**config.mk**
```make
export PLATFORM = sky130hd
export DESIGN_NAME = lsu_m_flat
export DESIGN_NICKNAME = d
export VERILOG_FILES = /design/src/rtl/lsu_pkg.sv /design/src/rtl/lsu_m_if.sv /design/src/rtl/lsu_load_align.sv /design/src/rtl/lsu_m.sv /design/src/flat_wrapper.sv
export SDC_FILE = /design/constraint.sdc
export NUM_CORES = 1
export LEC_CHECK = 0
export ABC_CLOCK_PERIOD_IN_PS = 2500
export BUFFER_PORTS_ARGS = -buffer_cell sky130_fd_sc_hd__buf_4
export CAP_MARGIN = 40
export CORE_MARGIN = 1
export CORE_UTILIZATION = 47
export CTS_CLUSTER_SIZE = 24
export DETAILED_ROUTE_END_ITERATION = 7
export GPL_TIMING_DRIVEN = 1
export PLACE_DENSITY = 0.78
export SKIP_CTS_REPAIR_TIMING = 1
export SYNTH_ARGS = -nofsm -noshare
export SYNTH_HDL_FRONTEND = slang
export SYNTH_SLANG_ARGS = --single-unit
```
**constraint.sdc**
```tcl
create_clock -name clk -period 2.5 [get_ports clk]
set_clock_uncertainty 0.2 [all_clocks]
set_input_delay 0.5 -clock clk [delete_from_list [all_inputs] [get_ports clk]]
set_output_delay 0.5 -clock clk [all_outputs]
set_load 0.005 [all_outputs]
```
**src/rtl/lsu_pkg.sv**
```systemverilog
// Shared encodings and FSM state type for the memory-stage load/store unit.
package lsu_pkg;

   localparam logic [2:0] LD_B    = 3'b000;
   localparam logic [2:0] LD_H    = 3'b001;
   localparam logic [2:0] LD_W    = 3'b010;
   localparam logic [2:0] LD_NONE = 3'b011;
   localparam logic [2:0] LD_BU   = 3'b100;
   localparam logic [2:0] LD_HU   = 3'b101;

   localparam logic [2:0] ST_B    = 3'b000;
   localparam logic [2:0] ST_H    = 3'b001;
   localparam logic [2:0] ST_W    = 3'b010;
   localparam logic [2:0] ST_NONE = 3'b111;

   typedef enum logic [1:0] {
      IDLE     = 2'd0,
      REQ      = 2'd1,
      WAIT_RSP = 2'd2,
      DONE     = 2'd3
   } lsu_state_t;

   // Unlisted encodings behave exactly like NONE.
   function automatic logic ld_is_valid(input logic [2:0] c);
      return (c == LD_B) || (c == LD_H) || (c == LD_W) || (c == LD_BU) || (c == LD_HU);
   endfunction

   function automatic logic st_is_valid(input logic [2:0] c);
      return (c == ST_B) || (c == ST_H) || (c == ST_W);
   endfunction

   // Access size: 0 = byte, 1 = half, 2 = word.
   function automatic logic [1:0] acc_size(input logic is_st, input logic [2:0] rd,
                                           input logic [2:0] wr);
      logic [1:0] s;
      s = 2'd0;
      if (is_st) begin
         if (wr == ST_H)      s = 2'd1;
         else if (wr == ST_W) s = 2'd2;
      end else begin
         if ((rd == LD_H) || (rd == LD_HU)) s = 2'd1;
         else if (rd == LD_W)               s = 2'd2;
      end
      return s;
   endfunction

endpackage

```
**src/rtl/lsu_m_if.sv**
```systemverilog
// Data-memory bus between the load/store unit (master) and memory (slave).
interface lsu_m_if #(
   parameter int ADDR_W = 32,
   parameter int DATA_W = 32
) ();

   // Request transfers on a cycle where dbus_req_valid && dbus_req_ready; once
   // raised, valid and payload hold until that cycle. A load's response is a
   // single dbus_rsp_valid pulse carrying dbus_rdata; there is no rsp ready.
   logic              dbus_req_valid;
   logic              dbus_req_ready;
   logic [ADDR_W-1:0] dbus_addr;
   logic              dbus_we;
   logic [3:0]        dbus_wmask;
   logic [DATA_W-1:0] dbus_wdata;
   logic              dbus_rsp_valid;
   logic [DATA_W-1:0] dbus_rdata;

   modport master (
      output dbus_req_valid, dbus_addr, dbus_we, dbus_wmask, dbus_wdata,
      input  dbus_req_ready, dbus_rsp_valid, dbus_rdata
   );

   modport slave (
      input  dbus_req_valid, dbus_addr, dbus_we, dbus_wmask, dbus_wdata,
      output dbus_req_ready, dbus_rsp_valid, dbus_rdata
   );

endinterface

```
**src/rtl/lsu_load_align.sv**
```systemverilog
// Extracts the addressed byte/half/word from a response word and extends it.
module lsu_load_align
   import lsu_pkg::*;
(
   input  logic [31:0] word,
   input  logic [1:0]  off,
   input  logic [2:0]  ld_op,
   output logic [31:0] data
);

   logic [31:0] shifted;

   always_comb begin
      shifted = word >> {off, 3'b000};
      case (ld_op)
         LD_B:    data = {{24{shifted[7]}}, shifted[7:0]};
         LD_BU:   data = {24'h0, shifted[7:0]};
         LD_H:    data = {{16{shifted[15]}}, shifted[15:0]};
         LD_HU:   data = {16'h0, shifted[15:0]};
         default: data = shifted;
      endcase
   end

endmodule

```
**src/rtl/lsu_m.sv**
```systemverilog
// Memory-stage load/store unit: one bus access at a time, stalls the pipe until done.
// Optional macro MISALIGN_TRAP_EN: misaligned half/word accesses trap instead of masking.
module lsu_m
   import lsu_pkg::*;
#(
   parameter int ADDR_W = 32,
   parameter int DATA_W = 32
) (
   input  logic              clk,
   input  logic              rst,
   input  logic [2:0]        rd_ctrl_m,
   input  logic [2:0]        wr_ctrl_m,
   input  logic [ADDR_W-1:0] addr_m,
   input  logic [DATA_W-1:0] wdata_m,
   input  logic              flush_m,
   lsu_m_if.master           dbus,
   output logic [DATA_W-1:0] load_data_m,
   output logic              stall_m,
   output logic              misalign_m,
   output lsu_state_t        dbg_state
);

   lsu_state_t        state_q, state_d;
   logic              req_valid_q, req_valid_d;
   logic [ADDR_W-1:0] addr_q, addr_d;
   logic              we_q, we_d;
   logic [3:0]        wmask_q, wmask_d;
   logic [DATA_W-1:0] wdata_q, wdata_d;
   logic [1:0]        off_q, off_d;
   logic [2:0]        ld_op_q, ld_op_d;
   logic [DATA_W-1:0] load_data_q, load_data_d;
   logic              misalign_q, misalign_d;

   logic              ld_req, st_req, access, trap, stall_c;
   logic [1:0]        size, off_eff;
   logic [3:0]        wmask_new;
   logic [DATA_W-1:0] wdata_new, aligned;

   lsu_load_align u_align (
      .word  (dbus.dbus_rdata),
      .off   (off_q),
      .ld_op (ld_op_q),
      .data  (aligned)
   );

   // Store wins when both controls request an access.
   always_comb begin
      ld_req  = ld_is_valid(rd_ctrl_m);
      st_req  = st_is_valid(wr_ctrl_m);
      access  = ld_req | st_req;
      size    = acc_size(st_req, rd_ctrl_m, wr_ctrl_m);
      off_eff = 2'b00;
      case (size)
         2'd0:    off_eff = addr_m[1:0];
         2'd1:    off_eff = {addr_m[1], 1'b0};
         default: off_eff = 2'b00;
      endcase
`ifdef MISALIGN_TRAP_EN
      trap = ((size == 2'd1) && addr_m[0]) || ((size == 2'd2) && (addr_m[1:0] != 2'b00));
`else
      trap = 1'b0;
`endif
      wmask_new = 4'b1111;
      wdata_new = '0;
      if (st_req) begin
         case (size)
            2'd0: begin
               wmask_new = 4'b0001 << off_eff;
               wdata_new = {4{wdata_m[7:0]}};
            end
            2'd1: begin
               wmask_new = 4'b0011 << off_eff;
               wdata_new = {2{wdata_m[15:0]}};
            end
            default: begin
               wmask_new = 4'b1111;
               wdata_new = wdata_m;
            end
         endcase
      end
   end

   always_comb begin
      state_d     = state_q;
      req_valid_d = req_valid_q;
      addr_d      = addr_q;
      we_d        = we_q;
      wmask_d     = wmask_q;
      wdata_d     = wdata_q;
      off_d       = off_q;
      ld_op_d     = ld_op_q;
      load_data_d = load_data_q;
      misalign_d  = 1'b0;
      stall_c     = 1'b0;
      case (state_q)
         IDLE: begin
            if (access && !flush_m) begin
               if (trap) begin
                  misalign_d = 1'b1;
               end else begin
                  stall_c     = 1'b1;
                  state_d     = REQ;
                  req_valid_d = 1'b1;
                  addr_d      = {addr_m[ADDR_W-1:2], 2'b00};
                  we_d        = st_req;
                  wmask_d     = wmask_new;
                  wdata_d     = wdata_new;
                  off_d       = off_eff;
                  ld_op_d     = rd_ctrl_m;
               end
            end
         end
         REQ: begin
            stall_c = 1'b1;
            // An accepted request cannot be cancelled, so ready beats flush.
            if (dbus.dbus_req_ready) begin
               req_valid_d = 1'b0;
               state_d     = we_q ? DONE : WAIT_RSP;
            end else if (flush_m) begin
               req_valid_d = 1'b0;
               state_d     = IDLE;
            end
         end
         WAIT_RSP: begin
            stall_c = 1'b1;
            if (dbus.dbus_rsp_valid) begin
               load_data_d = aligned;
               state_d     = DONE;
            end
         end
         default: begin
            state_d = IDLE;
         end
      endcase
   end

   always_ff @(posedge clk) begin
      if (rst) begin
         state_q     <= IDLE;
         req_valid_q <= 1'b0;
         addr_q      <= '0;
         we_q        <= 1'b0;
         wmask_q     <= 4'b0000;
         wdata_q     <= '0;
         off_q       <= 2'b00;
         ld_op_q     <= LD_NONE;
         load_data_q <= '0;
         misalign_q  <= 1'b0;
      end else begin
         state_q     <= state_d;
         req_valid_q <= req_valid_d;
         addr_q      <= addr_d;
         we_q        <= we_d;
         wmask_q     <= wmask_d;
         wdata_q     <= wdata_d;
         off_q       <= off_d;
         ld_op_q     <= ld_op_d;
         load_data_q <= load_data_d;
         misalign_q  <= misalign_d;
      end
   end

   assign dbus.dbus_req_valid = req_valid_q;
   assign dbus.dbus_addr      = addr_q;
   assign dbus.dbus_we        = we_q;
   assign dbus.dbus_wmask     = wmask_q;
   assign dbus.dbus_wdata     = wdata_q;
   assign load_data_m         = load_data_q;
   assign stall_m             = stall_c;
   assign misalign_m          = misalign_q;
   assign dbg_state           = state_q;

endmodule

```
**src/flat_wrapper.sv**
```systemverilog
// flat-port wrapper written by rule: the top's interface ports become plain ports
module lsu_m_flat import lsu_pkg::*;
#(
   parameter int ADDR_W = 32,
   parameter int DATA_W = 32
)
  (clk, rst, rd_ctrl_m, wr_ctrl_m, addr_m, wdata_m, flush_m, load_data_m, stall_m, misalign_m, dbg_state, dbus_dbus_req_valid, dbus_dbus_addr, dbus_dbus_we, dbus_dbus_wmask, dbus_dbus_wdata, dbus_dbus_req_ready, dbus_dbus_rsp_valid, dbus_dbus_rdata);
  lsu_m_if #(.ADDR_W(ADDR_W), .DATA_W(DATA_W)) dbus_i ();
  input  logic clk;
  input  logic rst;
  input  logic [2:0] rd_ctrl_m;
  input  logic [2:0] wr_ctrl_m;
  input  logic [ADDR_W-1:0] addr_m;
  input  logic [DATA_W-1:0] wdata_m;
  input  logic flush_m;
  output logic [DATA_W-1:0] load_data_m;
  output logic stall_m;
  output logic misalign_m;
  output lsu_state_t dbg_state;
  output wire logic [$bits(dbus_i.dbus_req_valid)-1:0] dbus_dbus_req_valid;
  output wire logic [$bits(dbus_i.dbus_addr)-1:0] dbus_dbus_addr;
  output wire logic [$bits(dbus_i.dbus_we)-1:0] dbus_dbus_we;
  output wire logic [$bits(dbus_i.dbus_wmask)-1:0] dbus_dbus_wmask;
  output wire logic [$bits(dbus_i.dbus_wdata)-1:0] dbus_dbus_wdata;
  input wire logic [$bits(dbus_i.dbus_req_ready)-1:0] dbus_dbus_req_ready;
  input wire logic [$bits(dbus_i.dbus_rsp_valid)-1:0] dbus_dbus_rsp_valid;
  input wire logic [$bits(dbus_i.dbus_rdata)-1:0] dbus_dbus_rdata;
  assign dbus_dbus_req_valid = dbus_i.dbus_req_valid;
  assign dbus_dbus_addr = dbus_i.dbus_addr;
  assign dbus_dbus_we = dbus_i.dbus_we;
  assign dbus_dbus_wmask = dbus_i.dbus_wmask;
  assign dbus_dbus_wdata = dbus_i.dbus_wdata;
  assign dbus_i.dbus_req_ready = dbus_dbus_req_ready;
  assign dbus_i.dbus_rsp_valid = dbus_dbus_rsp_valid;
  assign dbus_i.dbus_rdata = dbus_dbus_rdata;
  lsu_m #(.ADDR_W(ADDR_W), .DATA_W(DATA_W)) u_core (.clk(clk), .rst(rst), .rd_ctrl_m(rd_ctrl_m), .wr_ctrl_m(wr_ctrl_m), .addr_m(addr_m), .wdata_m(wdata_m), .flush_m(flush_m), .dbus(dbus_i), .load_data_m(load_data_m), .stall_m(stall_m), .misalign_m(misalign_m), .dbg_state(dbg_state));
endmodule
```
==> Word level (Yosys, flattened, before mapping) <==
Index checks and enable logic that the tools add are counted.
{ "classes": {"reduce_logical": 20, "shifts": 3, "bitwise": 1, "n_eq_ne": 15, "n_mux": 23} }
{ "op_table": {"columns": ["operator", "n"], "rows": [
  ["$pmux W32 S4", 1],
  ["$pmux W32 S2", 1],
  ["$mux W32", 1],
  ["$shr A32 B5 Y32", 1],
  ["$mux W2", 9],
  ["$eq A3 B3 Y1 const B", 4],
  ["$eq A3 B1 Y1 const B", 3],
  ["$logic_not A3 Y1", 3],
  ["$pmux W4 S2", 1],
  ["$logic_or A1 B1 Y1", 7],
  ["$eq A3 B2 Y1 const B", 2],
  ["$pmux W2 S3", 1],
  ["$reduce_and A3 Y1", 2],
  ["$mux W1", 5],
  ["$eq A2 B1 Y1 const B", 2],
  ["$logic_not A2 Y1", 2],
  ["$mux W4", 1],
  ["$pmux W1 S2", 2],
  ["$pmux W2 S2", 1],
  ["$reduce_and A2 Y1", 2],
  ["$shl A1 B2 Y4 const A", 1],
  ["$shl A2 B2 Y4 const A", 1],
  ["$ne A3 B3 Y1 const B", 1],
  ["$eq A2 B2 Y1 const B", 1],
  ["other kinds (7)", 7]
]} }
{ "word_totals": {"out_inout_bits": 106, "reg_bits": 107, "inputBits": 107} }

==> Logic depth before layout (Yosys ltp) <==
{ "depth": {"word_depth": 9, "ltp_mapped": 9, "depth_no_buf": 6} }

==> Hierarchy <==
From an unflattened synthesis, not the netlist that was laid out.
{ "hier_totals": {"hier_cells": 586, "hier_area_um2": 4845.9} }
{ "modules_own_cells": {"columns": ["mod", "cells_each", "area_per_inst_um2", "n_inst", "seq_area_each_um2"], "rows": [
  ["lsu_m", 479, 4151.5, 1, 2142.1],
  ["lsu_load_align", 107, 694.4, 1, 0.0]
]} }

==> Worst setup path after synthesis <==
Ideal clock, no wire load.
{ "synth_timing": {"kind": "register to output", "startpoint": "reg u_core.state_q[1], in the netlist u_core.dbg_state[1]", "endpoint": "out stall_m", "path_stages_with_launch": 9, "t_arrival_ps": 1507, "t_required_ps": 1800, "path_slack_ps": 293, "path_cell_list": "dfxtp_1 > inv_1 > ha_1 > nand2b_1 > clkbuf_1 > a21oi_2 > clkbuf_1 > nor2_1 > nor2_1"} }
{ "synth_between": {"elab_chain_cells": 3} }
{ "synth_rtl": {"columns": ["element", "line", "text"], "rows": [
  ["from (decl)", "lsu_m.sv:23", "lsu_state_t state_q, state_d;"],
  ["from (signal assigned)", "lsu_m.sv:150", "state_q <= state_d;"],
  ["$eq A2 B1 Y1 or $eq A2 B2 Y1 (tied branches)", "lsu_m.sv:95", "case (state_q)"],
  ["$reduce_or A2 Y1 (no source line)", null, null],
  ["$pmux W1 S2 *", "lsu_m.sv:95", null],
  ["to (decl)", "flat_wrapper.sv:17", "output logic stall_m;"]
]} }
Mark *: on every way between the ends. The rest lies on a longest branch, timed or not.

==> Final worst setup path <==
Same ends and word-level chain as after synthesis.

==> results.md <==
Drt:
- The per-cell via count in the routed design is approximately 5.4.
- For this block, the routed nets add up to 13700 um of wire.
- After detailed routing, the average wire length per cell comes to 15.7 um.
- After detailed routing, the number of remaining DRC violations is 0.
- The pre-antenna-repair detailed-routing pass consisted of 5 iterations.
- The number of antenna-violating nets in the routed design is 0.
- The routed layout has about 4700 vias.
- For this block, the initial DRC count from the detailed router was 208.

Worst setup path:
- The critical path starts at u_core.dbg_state[1].
- Data arrives at the worst endpoint at around 1.7 ns.
- The worst register-to-register path has a setup slack of approximately 0.34 ns.
- The critical path's slowest cell is dfxtp_1.
- The type of the worst setup path is flop to output port.
- The number of buffer and inverter stages on the critical path is 2.
- In this design, the largest share of critical-path delay is due to flip-flops.
- Counting stages on the worst path, the most repeated cell is nor2_1.
- The type of destination of the critical path is an output port.
- Along the worst path, the maximum fanout reaches 6.
- The launch instance of the worst register-to-register path is u_core.dbg_state[0].
- The worst setup path is launched from a flop.
- Traced cell by cell, the critical path runs through inv_1 > ha_2 > nand2b_2 > a21oi_4 > nor2_1 > nor2_1 > buf_4.
- The stage delay of the slowest cell on the critical path is roughly 0.35 ns.
- Data on the critical path is required at its endpoint by ~1.8 ns.

Yosys:
- The average cell area after synthesis is 8.70 um^2.
- The number of synthesized register bits is 107.
- The cell type with the highest aggregate area in the netlist is dfxtp_1.
- The post-synthesis instance area is roughly 4700 um^2.
- After synthesis, the share of flip-flops with an asynchronous set or reset is 0%.
- Yosys mapped the design onto 48 distinct sky130hd cell types.
- Yosys attributes the largest share of cell area to dfxtp_1 (45%), a21oi_1 (7.4%), nand2_1 (6.9%).
- During synthesis, Yosys emitted a total of 0 warnings.
- The most used flip-flop cell after synthesis is dfxtp_1.
- Synthesis handed over a netlist of between 500 and 600 instances.
- The sequential area share after synthesis is 45.3%.
- Counting flops with a built-in enable in the synthesized netlist gives 0.
- Of the post-synthesis cell area, the dominant cell type holds between 40% and 50%.

Floorplanning:
- 213 I/O pins were placed.
- The total area inside the core boundary comes to 9770 um^2.
- For this configuration, the core starts out at a cell density of 48.4%.
- The vertical extent of the die is 102 um.
- Row generation in the floorplan step produced 36 rows.
- The floorplan step defined a die boundary enclosing around 10000 um^2.
- The die is 102 um wide.

CTS:
- The clock tree from TritonCTS is built.
- At the later pin of the worst-skew pair, clock insertion delay measures 0.35 ns.
- The clock root buffer master is clkbuf_8.
- In this run, CTS created clock tree buffers numbering 9.
- The CTS H-tree depth is 3.
- The clock edge transition at the registers on the reported setup and hold paths is 0.10 ns.
- The number of clock sinks seen by CTS is 107.
- In this run the deepest clock path goes through 2 buffers.

Timing:
- The setup slack of the critical path after layout is 0.125 ns.
- In this run the tightest slew margin relative to its limit is 53.8%.
- Of the available clock period, the critical path in the final layout requires 95.0%.
- The max-slew violation total from the final report is 0.
- Setup violations remaining at the end of the flow were counted as 0.
- Adding up every negative setup slack in the final design gives 0 ns.
- The final critical-path required period is 2.38 ns.
- Setup repair after global routing left no endpoint under its margin.
- The count of final hold-check violations is 0.
- The achievable clock frequency is 421 MHz.
- The measured slew at the worst slew-check pin is 0.693 ns.

Job:
- The number of maximum-capacitance constraint violations is 0.

Place:
- The number of cells in the design after placement is 857.
- Buffers placed on the I/O ports in this run total 209.
- Prior to clock tree synthesis, the placed netlist has a worst setup slack of approximately 0.27 ns.
- The wire-length estimate of the detail-placed layout is 10300 um.
- The congestion estimate from routability-driven global placement came to ~0.81.

Outcome:
- The flow ran to the end, and the final reports show no timing, DRC or antenna violations.

Cells and area:
- Once layout is complete, the utilization of the core stands at 67.7%.
- The fraction of layout instances using a drive strength above 1 is a little under two fifths.
- After filler insertion, the fill cell instance count of the layout stands at roughly 820.
- The net count of the finished layout is 846.
- The area growth from synthesis to layout is 39.9%.
- Excluding fillers, the count of instances in the completed layout stands at 873.
- The number of diodes added for antenna fixing is 0.

Pwr:
- Summing internal, switching and leakage power gives between 3000 and 4000 uW.
- The power per cell area is 588 nW/um^2.
- Summed over all cells, the static leakage comes to 0.00287 uW.
- The worst-case IR drop observed on VDD is ~0.00037 V.

Global routing:
- The global-route usage over all layers is 25.6%.
- The via count of the first global-routing pass was 4300.
- The aggregate global routing overflow is 0.
- The wire length of the first global-routing pass is 20900 um.
- The largest net degree at the start of global routing is 51.
- The initial antenna violation count came to 0.

Hold path:
- The type of the tightest min-delay check is input pin to flop.
- The startpoint of the tightest hold check path is addr_m[20].
-- cell usage in the layout (no fill, tap or decap), types with 2 or more instances in the layout --
master     netlist  final
nand4_1          2      2
nand2_1         87     87
clkbuf_8         0     11
o21ai_0          5      5
or3_1            2      2
a21o_1           5      5
nor3_1          11     11
mux2_2           8      8
ha_1             4      3
o211ai_1         8      8
nand3b_1         3      3
o221a_2          8      8
nor2_1          47     47
or2_2           17     17
a21oi_1         70     70
a22oi_1          8      8
inv_6            0      2
o2bb2ai_1       15     15
a22o_1          16     16
inv_1            4      4
mux2i_1         24     24
buf_4            4    223
a211oi_1        20     20
dfxtp_1        107    107
conb_1           1      3
and2_1           2      2
nor2b_1          5      5
-- registers in the layout, summed over array words and instances (netlist names) --
signal                      flops
u_core.dbg_state                2
u_core.dbus.dbus_wdata         32
u_core.dbus.dbus_we             1
u_core.load_data_m             32
u_core.dbus.dbus_req_valid      1
u_core.off_q                    2
u_core.dbus.dbus_addr          30
u_core.dbus.dbus_wmask          4
u_core.ld_op_q                  3
-- worst min-delay path: stages --
cell and delay (ns):
buf_4 0.11, nand2_1 0.05, a21oi_1 0.05
-- cell type report --
class                           count  area [um^2]  area share (%)
Inverter                            4         15.0           0.227
Tap cell                          133          166            2.51
Timing Repair Buffer              224         1690            25.6
Sequential cell                   107         2140            32.4
Clock inverter                      4         56.3           0.851
Multi-Input combinational cell    389         2390            36.1
Clock buffer                       12          155            2.34
-- report_power, final --
part / total (uW) / internal (uW) / switching [uW]
registers: 1890 / 1820 / 72.9
logic: 891 / 446 / 445
clock network: 1110 / 529 / 582
total: 3890 / 2790 / 1100
-- cell usage after synthesis, types with 3 or more instances --
library cell  count
a22oi_1           8
or2_2            17
ha_1              4
clkbuf_1         26
inv_1             4
o211ai_1          8
nor2_1           47
a21o_1            5
a22o_1           16
mux2_2            8
o21ai_0           5
a211oi_1         20
nand2_1          87
a21oi_1          70
nor3_1           11
nand3b_1          3
o2bb2ai_1        15
buf_4             4
o221a_2           8
mux2i_1          24
buf_2            12
nor2b_1           5
dfxtp_1         107
-- final timing paths --
kind                          endpoint  cells after the start
max reg2reg        u_core.dbg_state[0]                      6
min reg2reg  u_core.dbus.dbus_addr[22]                      2
max                            stall_m                      7
min          u_core.dbus.dbus_addr[20]                      3
-- per-stage QoR --
step,area [um^2],hold WS [ns]
after detailed placement,6400,0.248
final,6620,0.184
after global placement,6400,0.243
after CTS,6620,0.162
after global routing,6620,0.165
after floorplan,4740,0.250
-- metal layers --
layer | global-route usage (%) | routed length [um]
met5 | 0 | 0
met4 | 7.03 | 158
met3 | 6.84 | 1100
met2 | 41.9 | 6580
met1 | 33.2 | 5890
-- cell families (layout without fill, tap and decap cells) --
family	count (synthesis)	after routing	share of synthesized area [%]
other	1	3	0.0792
adders and majority gates	4	4	1.06
buffers and inverters	50	244	4.78
muxes	33	33	7.45
and+or+nand+nor	182	182	16.9
AOI/OAI and AO/OA	166	166	24.3
DFF	107	107	45.3
xor gates and xnor gates	1	1	0.185
Power figures use the tool's default switching activity.
